$ cat src/rtl/alu_pkg.sv
// Shared definitions for the ALU result path: exception codes,
// function selects, the buffered result entry and commit FSM states.
package alu_pkg;

    localparam logic [3:0] EXC_NONE    = 4'b0000;
    localparam logic [3:0] EXC_OVF     = 4'b0001;
    localparam logic [3:0] EXC_UNKNOWN = 4'b1000;

    localparam logic [3:0] ALU_ADD  = 4'd0;
    localparam logic [3:0] ALU_SUB  = 4'd1;
    localparam logic [3:0] ALU_AND  = 4'd2;
    localparam logic [3:0] ALU_OR   = 4'd3;
    localparam logic [3:0] ALU_XOR  = 4'd4;
    localparam logic [3:0] ALU_SLL  = 4'd5;
    localparam logic [3:0] ALU_SRL  = 4'd6;
    localparam logic [3:0] ALU_SRA  = 4'd7;
    localparam logic [3:0] ALU_SLT  = 4'd8;
    localparam logic [3:0] ALU_SLTU = 4'd9;

    // Tag width carried in a buffered entry; the commit block's
    // TAG_W parameter is expected to match it.
    localparam int RES_TAG_W = 5;

    typedef struct packed {
        logic [31:0]          data;
        logic                 carry;
        logic [3:0]           exc;
        logic [RES_TAG_W-1:0] tag;
    } resEntry_t;

    typedef enum logic {
        RUN = 1'b0,
        EXC = 1'b1
    } commitState_t;

    function automatic logic isFault(input logic [3:0] exc);
        return exc != EXC_NONE;
    endfunction

endpackage

$ cat src/rtl/result_fifo.sv
// In-order result queue: push at tail, pop at head, flush clears all.
// Ports: clk, reset, push/pushEntry, pop, flush, head, count.
module result_fifo
    import alu_pkg::*;
#(
    parameter int DEPTH = 4
) (
    input  logic                   clk,
    input  logic                   reset,
    input  logic                   push,
    input  resEntry_t              pushEntry,
    input  logic                   pop,
    input  logic                   flush,
    output resEntry_t              head,
    output logic [$clog2(DEPTH):0] count
);

    localparam int AW = $clog2(DEPTH);
    localparam int CW = AW + 1;

    resEntry_t     mem [DEPTH];
    logic [AW-1:0] headPtr;
    logic [AW-1:0] tailPtr;
    logic          doPush;
    logic          doPop;

    // A full queue refuses pushes even if the head leaves this cycle.
    assign doPush = push && (count != CW'(DEPTH));
    assign doPop  = pop && (count != '0);

    // Pointers are log2(DEPTH) bits wide, so they wrap naturally.
    always_ff @(posedge clk) begin
        if (reset || flush) begin
            headPtr <= '0;
            tailPtr <= '0;
            count   <= '0;
        end else begin
            if (doPush) tailPtr <= tailPtr + 1'b1;
            if (doPop)  headPtr <= headPtr + 1'b1;
            case ({doPush, doPop})
                2'b10:   count <= count + 1'b1;
                2'b01:   count <= count - 1'b1;
                default: count <= count;
            endcase
        end
    end

    // Storage needs no reset; occupancy alone defines validity.
    always_ff @(posedge clk) begin
        if (doPush) mem[tailPtr] <= pushEntry;
    end

    assign head = mem[headPtr];

endmodule

$ cat src/rtl/alu_result_commit.sv
// Buffers ALU results and commits them in order to the register file,
// raising a held exception report (with queue flush) on a faulting head.
// Ports: ALU side validIn/dataIn/carryIn/excIn/tagIn/allowOut;
// regfile side wrEn/wrAddr/wrData/wrReady; flagCarry; excValid/excCode/
// excTag/excAck exception report.
module alu_result_commit
    import alu_pkg::*;
#(
    parameter int DEPTH = 4,
    parameter int TAG_W = RES_TAG_W
) (
    input  logic             clk,
    input  logic             reset,
    input  logic             validIn,
    input  logic [31:0]      dataIn,
    input  logic             carryIn,
    input  logic [3:0]       excIn,
    input  logic [TAG_W-1:0] tagIn,
    output logic             allowOut,
    output logic             wrEn,
    output logic [TAG_W-1:0] wrAddr,
    output logic [31:0]      wrData,
    input  logic             wrReady,
    output logic             flagCarry,
    output logic             excValid,
    output logic [3:0]       excCode,
    output logic [TAG_W-1:0] excTag,
    input  logic             excAck
);

    localparam int CW = $clog2(DEPTH) + 1;

    commitState_t  state;
    resEntry_t     inEntry;
    resEntry_t     head;
    logic [CW-1:0] count;
    logic          headValid;
    logic          fault;
    logic          push;
    logic          pop;

    assign inEntry.data  = dataIn;
    assign inEntry.carry = carryIn;
    assign inEntry.exc   = excIn;
    assign inEntry.tag   = RES_TAG_W'(tagIn);

    // allowOut depends on registered state only.
    assign allowOut  = (count < CW'(DEPTH)) && (state == RUN);
    assign push      = validIn && allowOut;
    assign headValid = (count != '0);

    assign fault  = (state == RUN) && headValid && isFault(head.exc);
    assign wrEn   = (state == RUN) && headValid && !isFault(head.exc);
    assign wrAddr = TAG_W'(head.tag);
    assign wrData = head.data;
    assign pop    = wrEn && wrReady;

    result_fifo #(
        .DEPTH(DEPTH)
    ) fifo (
        .clk      (clk),
        .reset    (reset),
        .push     (push),
        .pushEntry(inEntry),
        .pop      (pop),
        .flush    (fault),
        .head     (head),
        .count    (count)
    );

    always_ff @(posedge clk) begin
        if (reset) begin
            state     <= RUN;
            excValid  <= 1'b0;
            excCode   <= EXC_NONE;
            excTag    <= '0;
            flagCarry <= 1'b0;
        end else begin
            case (state)
                RUN: begin
                    if (fault) begin
                        state    <= EXC;
                        excValid <= 1'b1;
                        excCode  <= head.exc;
                        excTag   <= TAG_W'(head.tag);
                    end else if (pop) begin
                        flagCarry <= head.carry;
                    end
                end
                EXC: begin
                    if (excAck) begin
                        state    <= RUN;
                        excValid <= 1'b0;
                    end
                end
                default: state <= RUN;
            endcase
        end
    end

endmodule
$ cat config.mk
export PLATFORM = sky130hd
export DESIGN_NAME = alu_result_commit
export DESIGN_NICKNAME = d
export VERILOG_FILES = /design/src/rtl/alu_pkg.sv /design/src/rtl/result_fifo.sv /design/src/rtl/alu_result_commit.sv
export SDC_FILE = /design/constraint.sdc
export NUM_CORES = 1
export LEC_CHECK = 0
export ABC_AREA = 1
export CELL_PAD_IN_SITES_DETAIL_PLACEMENT = 1
export CELL_PAD_IN_SITES_GLOBAL_PLACEMENT = 1
export CORE_UTILIZATION = 48
export DETAILED_ROUTE_END_ITERATION = 10
export PLACE_DENSITY_LB_ADDON = 0.1
export RECOVER_POWER = 50
export SLEW_MARGIN = 15
export SYNTH_ARGS = -nofsm -noshare
export SYNTH_HDL_FRONTEND = slang
export SYNTH_SLANG_ARGS = --single-unit
$ cat constraint.sdc
create_clock -name clk -period 5.5 [get_ports clk]
set_input_delay 1.375 -clock clk [delete_from_list [all_inputs] [get_ports clk]]
set_output_delay 1.375 -clock clk [all_outputs]
set_load 0.03 [all_outputs]
==> impl_metrics.yaml <==
run_status:
  status: "finished, violations left"
  violations: "capacitance limit, slew limit"
final_layout:
  layout_common_cells: "edfxtp_1, nor2_1, o21ai_0, clkdlybuf4s50_1, nand2_1"
  num-nets-final: 684
  layout_commonest_cell: "edfxtp_1"
  drive_above_1_share_pct: 7.465
  fillers: 1492
  areaGrowthSynthToFinish_pct: 18.83
  final_cell_count_no_fill: 833
timing:
  fin_setup_tns_ns: 0
  tightest_slew_ns: 1.857
  fin_skew_ns: 0.005965
  finalHoldViolCount: 0
  whs_ns: 0.4694
  clock.fmax_ghz: 0.2163
  post-route-period-util_pct: 84.07
  setup_viol: 0
  min_period_ns: 4.624
  report.final.slew_viol_count: 20
  rsz0062_at_grt: "no"
  relSlewSlack_pct: -24.28
setup_path:
  cpPeakStageDelay_ns: 0.66
  reg2regPathDepth: 15
  critPathLaunchType: "flip-flop"
  cpMostUsedCell: "nand2_1"
  worstSetupEndpointType: "output pin"
  crit_path_cell_trace: "buf_4 -> inv_2 -> nand3_1 -> nand2_1 -> nand2_1 -> nor2_1 -> nand2_1 -> inv_1 -> clkdlybuf4s50_1"
  crit_type: "flip-flop to output pin"
  cp_slowest_cell: "clkdlybuf4s50_1"
  crit_family: "buffers and inverters"
  worst-path-stages: 9
  worst-path-buf-inv: 4
  arrival_ns: 3.25
  worstPathMaxFanout: 44
  worstPathRequired_ns: 4.12
placement:
  gp_congestion: 0.7322
  dp.cells: 800
  place_hpwl_um: 9992
  port_buffers: 96
pwr:
  power_leakage_nw: 3.036
  peakVddDrop_mv: 0.2367
  p_per_area_mw_per_mm2: 392.0
floorplan:
  start_util_pct: 49.00
  rows: 45
  die-width_um: 126.3
  die_h_um: 126.3
  die_area_mm2: 0.01596
  io_pins: 97
  core-area_mm2: 0.01515
synthesis:
  netlist_area_mm2: 0.007421
  yosys_warnings: 0
  syn_inst: 571
  synthesis.nets: 624
  synthSimpleGateAreaFrac_pct: 8.616
  synth-xor-area-share_pct: 0.3541
  synth_top_family_by_area: "compound AO/OA/AOI/OAI gates"
  synthAdderAreaFrac_pct: 1.113
  synth_compound_area_share_pct: 9.965
  yosys-mux-area-fraction_pct: 0
  ys_seq_area_share_pct: 73.65
  ys_types: 29
  syn_area_per_cell_um2: 13.00
  synth-seq-cells: 189
global_route:
  antenna_found_initial: 2
  grt_pass1_vias: 4992
  grt_usage_pct: 22.07
  grt-ovfl-total: 0
  grt_start_max_net_pins: 85
  grt_first_pass_wirelength_um: 26050
clock_tree:
  htreeDepth: 4
  cts_hold_buffers: 0
  clkSinkCount: 189
  tritoncts: "done"
  post_cts_resized: 0
  post_cts_buffers: 0
  clk_pin_slew_ns: 0.06
  root_buffer: "clkbuf_16"
  clock_latency_ns: 0.42
  cts-buffers-inserted: 17
  clockBufferDepth: 2
routing:
  drtPass1Iterations: 4
  drt-initial-drc-count: 237
  avgRoutedWirePerCell_um: 19.93
  via_count: 4589
  antenna_left: 0
  drc: 0
  viasPerCell: 5.509
  drt_wl_total_um: 16610
hold_path:
  hp-class: "flip-flop to flip-flop"
  min_path_cells: 2
run:
  drv_cap: 1
[worst register-to-register path, cell delays in order (launching register included)]
cell	delay, ns
dfxtp_1	0.30
buf_4	0.26
inv_2	0.65
nand3_1	0.25
nand2_1	0.13
nand2_1	0.08
nor2_1	0.32
nand3_1	0.33
inv_2	0.12
ha_1	0.14
inv_1	0.06
fa_1	0.37
a21oi_1	0.15
o21ai_0	0.13
xor2_1	0.16
nor2_1	0.11
[state kept, by name, summed over array words and instances (netlist names), named ones only]
signal and count:
fifo.mem 168, excTag 5, excCode 4, fifo.count 3
fifo.headPtr 2, fifo.tailPtr 2, excValid 1, flagCarry 1
state 1
[kinds of logic (layout without fill, tap and decap cells)]
logic type | count (synthesis) | after routing
flops | 189 | 189
simple gates | 155 | 155
compound gates | 134 | 134
buf+inv | 84 | 156
fa+ha+maj | 6 | 6
xor+xnor | 3 | 3
other cells | 0 | 2
[cell usage after synthesis]
| cell | instances | area share, % |
|---|---|---|
| buf_1 | 1 | 0.051 |
| nor2_4 | 2 | 0.30 |
| nand3_1 | 9 | 0.61 |
| buf_6 | 1 | 0.15 |
| clkbuf_1 | 19 | 0.96 |
| o22ai_1 | 36 | 3.0 |
| nand2_1 | 43 | 2.2 |
| inv_2 | 4 | 0.20 |
| nor2_2 | 1 | 0.084 |
| inv_1 | 17 | 0.86 |
| nor2_1 | 92 | 4.7 |
| a21oi_1 | 14 | 0.94 |
| buf_2 | 5 | 0.34 |
| o21ai_4 | 1 | 0.22 |
| xor2_1 | 3 | 0.35 |
| o21ai_1 | 20 | 1.3 |
| nand2_4 | 1 | 0.15 |
| edfxtp_1 | 168 | 68 |
| a32o_1 | 2 | 0.27 |
| o21ai_0 | 60 | 4.0 |
| dfxtp_1 | 21 | 5.7 |
| nand2_2 | 4 | 0.34 |
| nand3_2 | 1 | 0.13 |
| nand4_1 | 1 | 0.084 |
| o31ai_1 | 1 | 0.10 |
| fa_1 | 1 | 0.27 |
| buf_4 | 37 | 3.7 |
| or2_2 | 1 | 0.084 |
| ha_1 | 5 | 0.84 |
[layout make-up]
cell class	instances	area, um2	share of cell area (%)
Sequential cell	189	5466	61.99
Inverter	21	78.83	0.8939
Tap cell	188	235.2	2.667
Timing Repair Buffer	104	1021	11.58
Antenna cell	2	5.005	0.05675
Clock inverter	11	96.34	1.093
Clock buffer	20	436.7	4.952
Multi-Input combinational cell	298	1479	16.77
[per-stage QoR]
step / total power, mW / setup slack [ns] / utilization [%] / cell area, um2
6_report: 3.457 / 0.8759 / 58.22 / 8818
5_1_grt: 3.582 / 0.6224 / 58.21 / 8816
4_1_cts: 3.505 / 0.9610 / 58.46 / 8853
3_5_place_dp: 2.388 / 1.464 / 54.94 / 8320
3_3_place_gp: 2.366 / 1.502 / 54.94 / 8320
2_1_floorplan: 2.176 / 1.711 / - / 7421
[report_power, final]
group	leakage, nW	switching, mW	internal [mW]
clock	0.246	0.502	0.618
sequential	1.71	0.0434	1.72
combinational	1.08	0.376	0.201
[worst paths after layout]
| path | slack (ns) | to | from |
|---|---|---|---|
| max | 0.88 | wrEn | flip-flop |
| min | 0.47 | excCode[2]$_SDFFE_PP0P_ | excCode[2]$_SDFFE_PP0P_ |
| max reg2reg | 1.87 | fifo.count[2]$_SDFFE_PP0P_ | flip-flop |
| min reg2reg | 0.47 | excCode[2]$_SDFFE_PP0P_ | excCode[2]$_SDFFE_PP0P_ |
[layer usage]
layer | track usage, % | vias to the layer above | wire length, um
li1 | - | 2137 | -
met1 | 26.79 | 2331 | 7190
met2 | 39.03 | 96 | 8601
met3 | 4.555 | 25 | 521
met4 | 8.009 | 0 | 292
met5 | 0 | - | 0
Note: power is estimated with default switching activity, not from simulation.
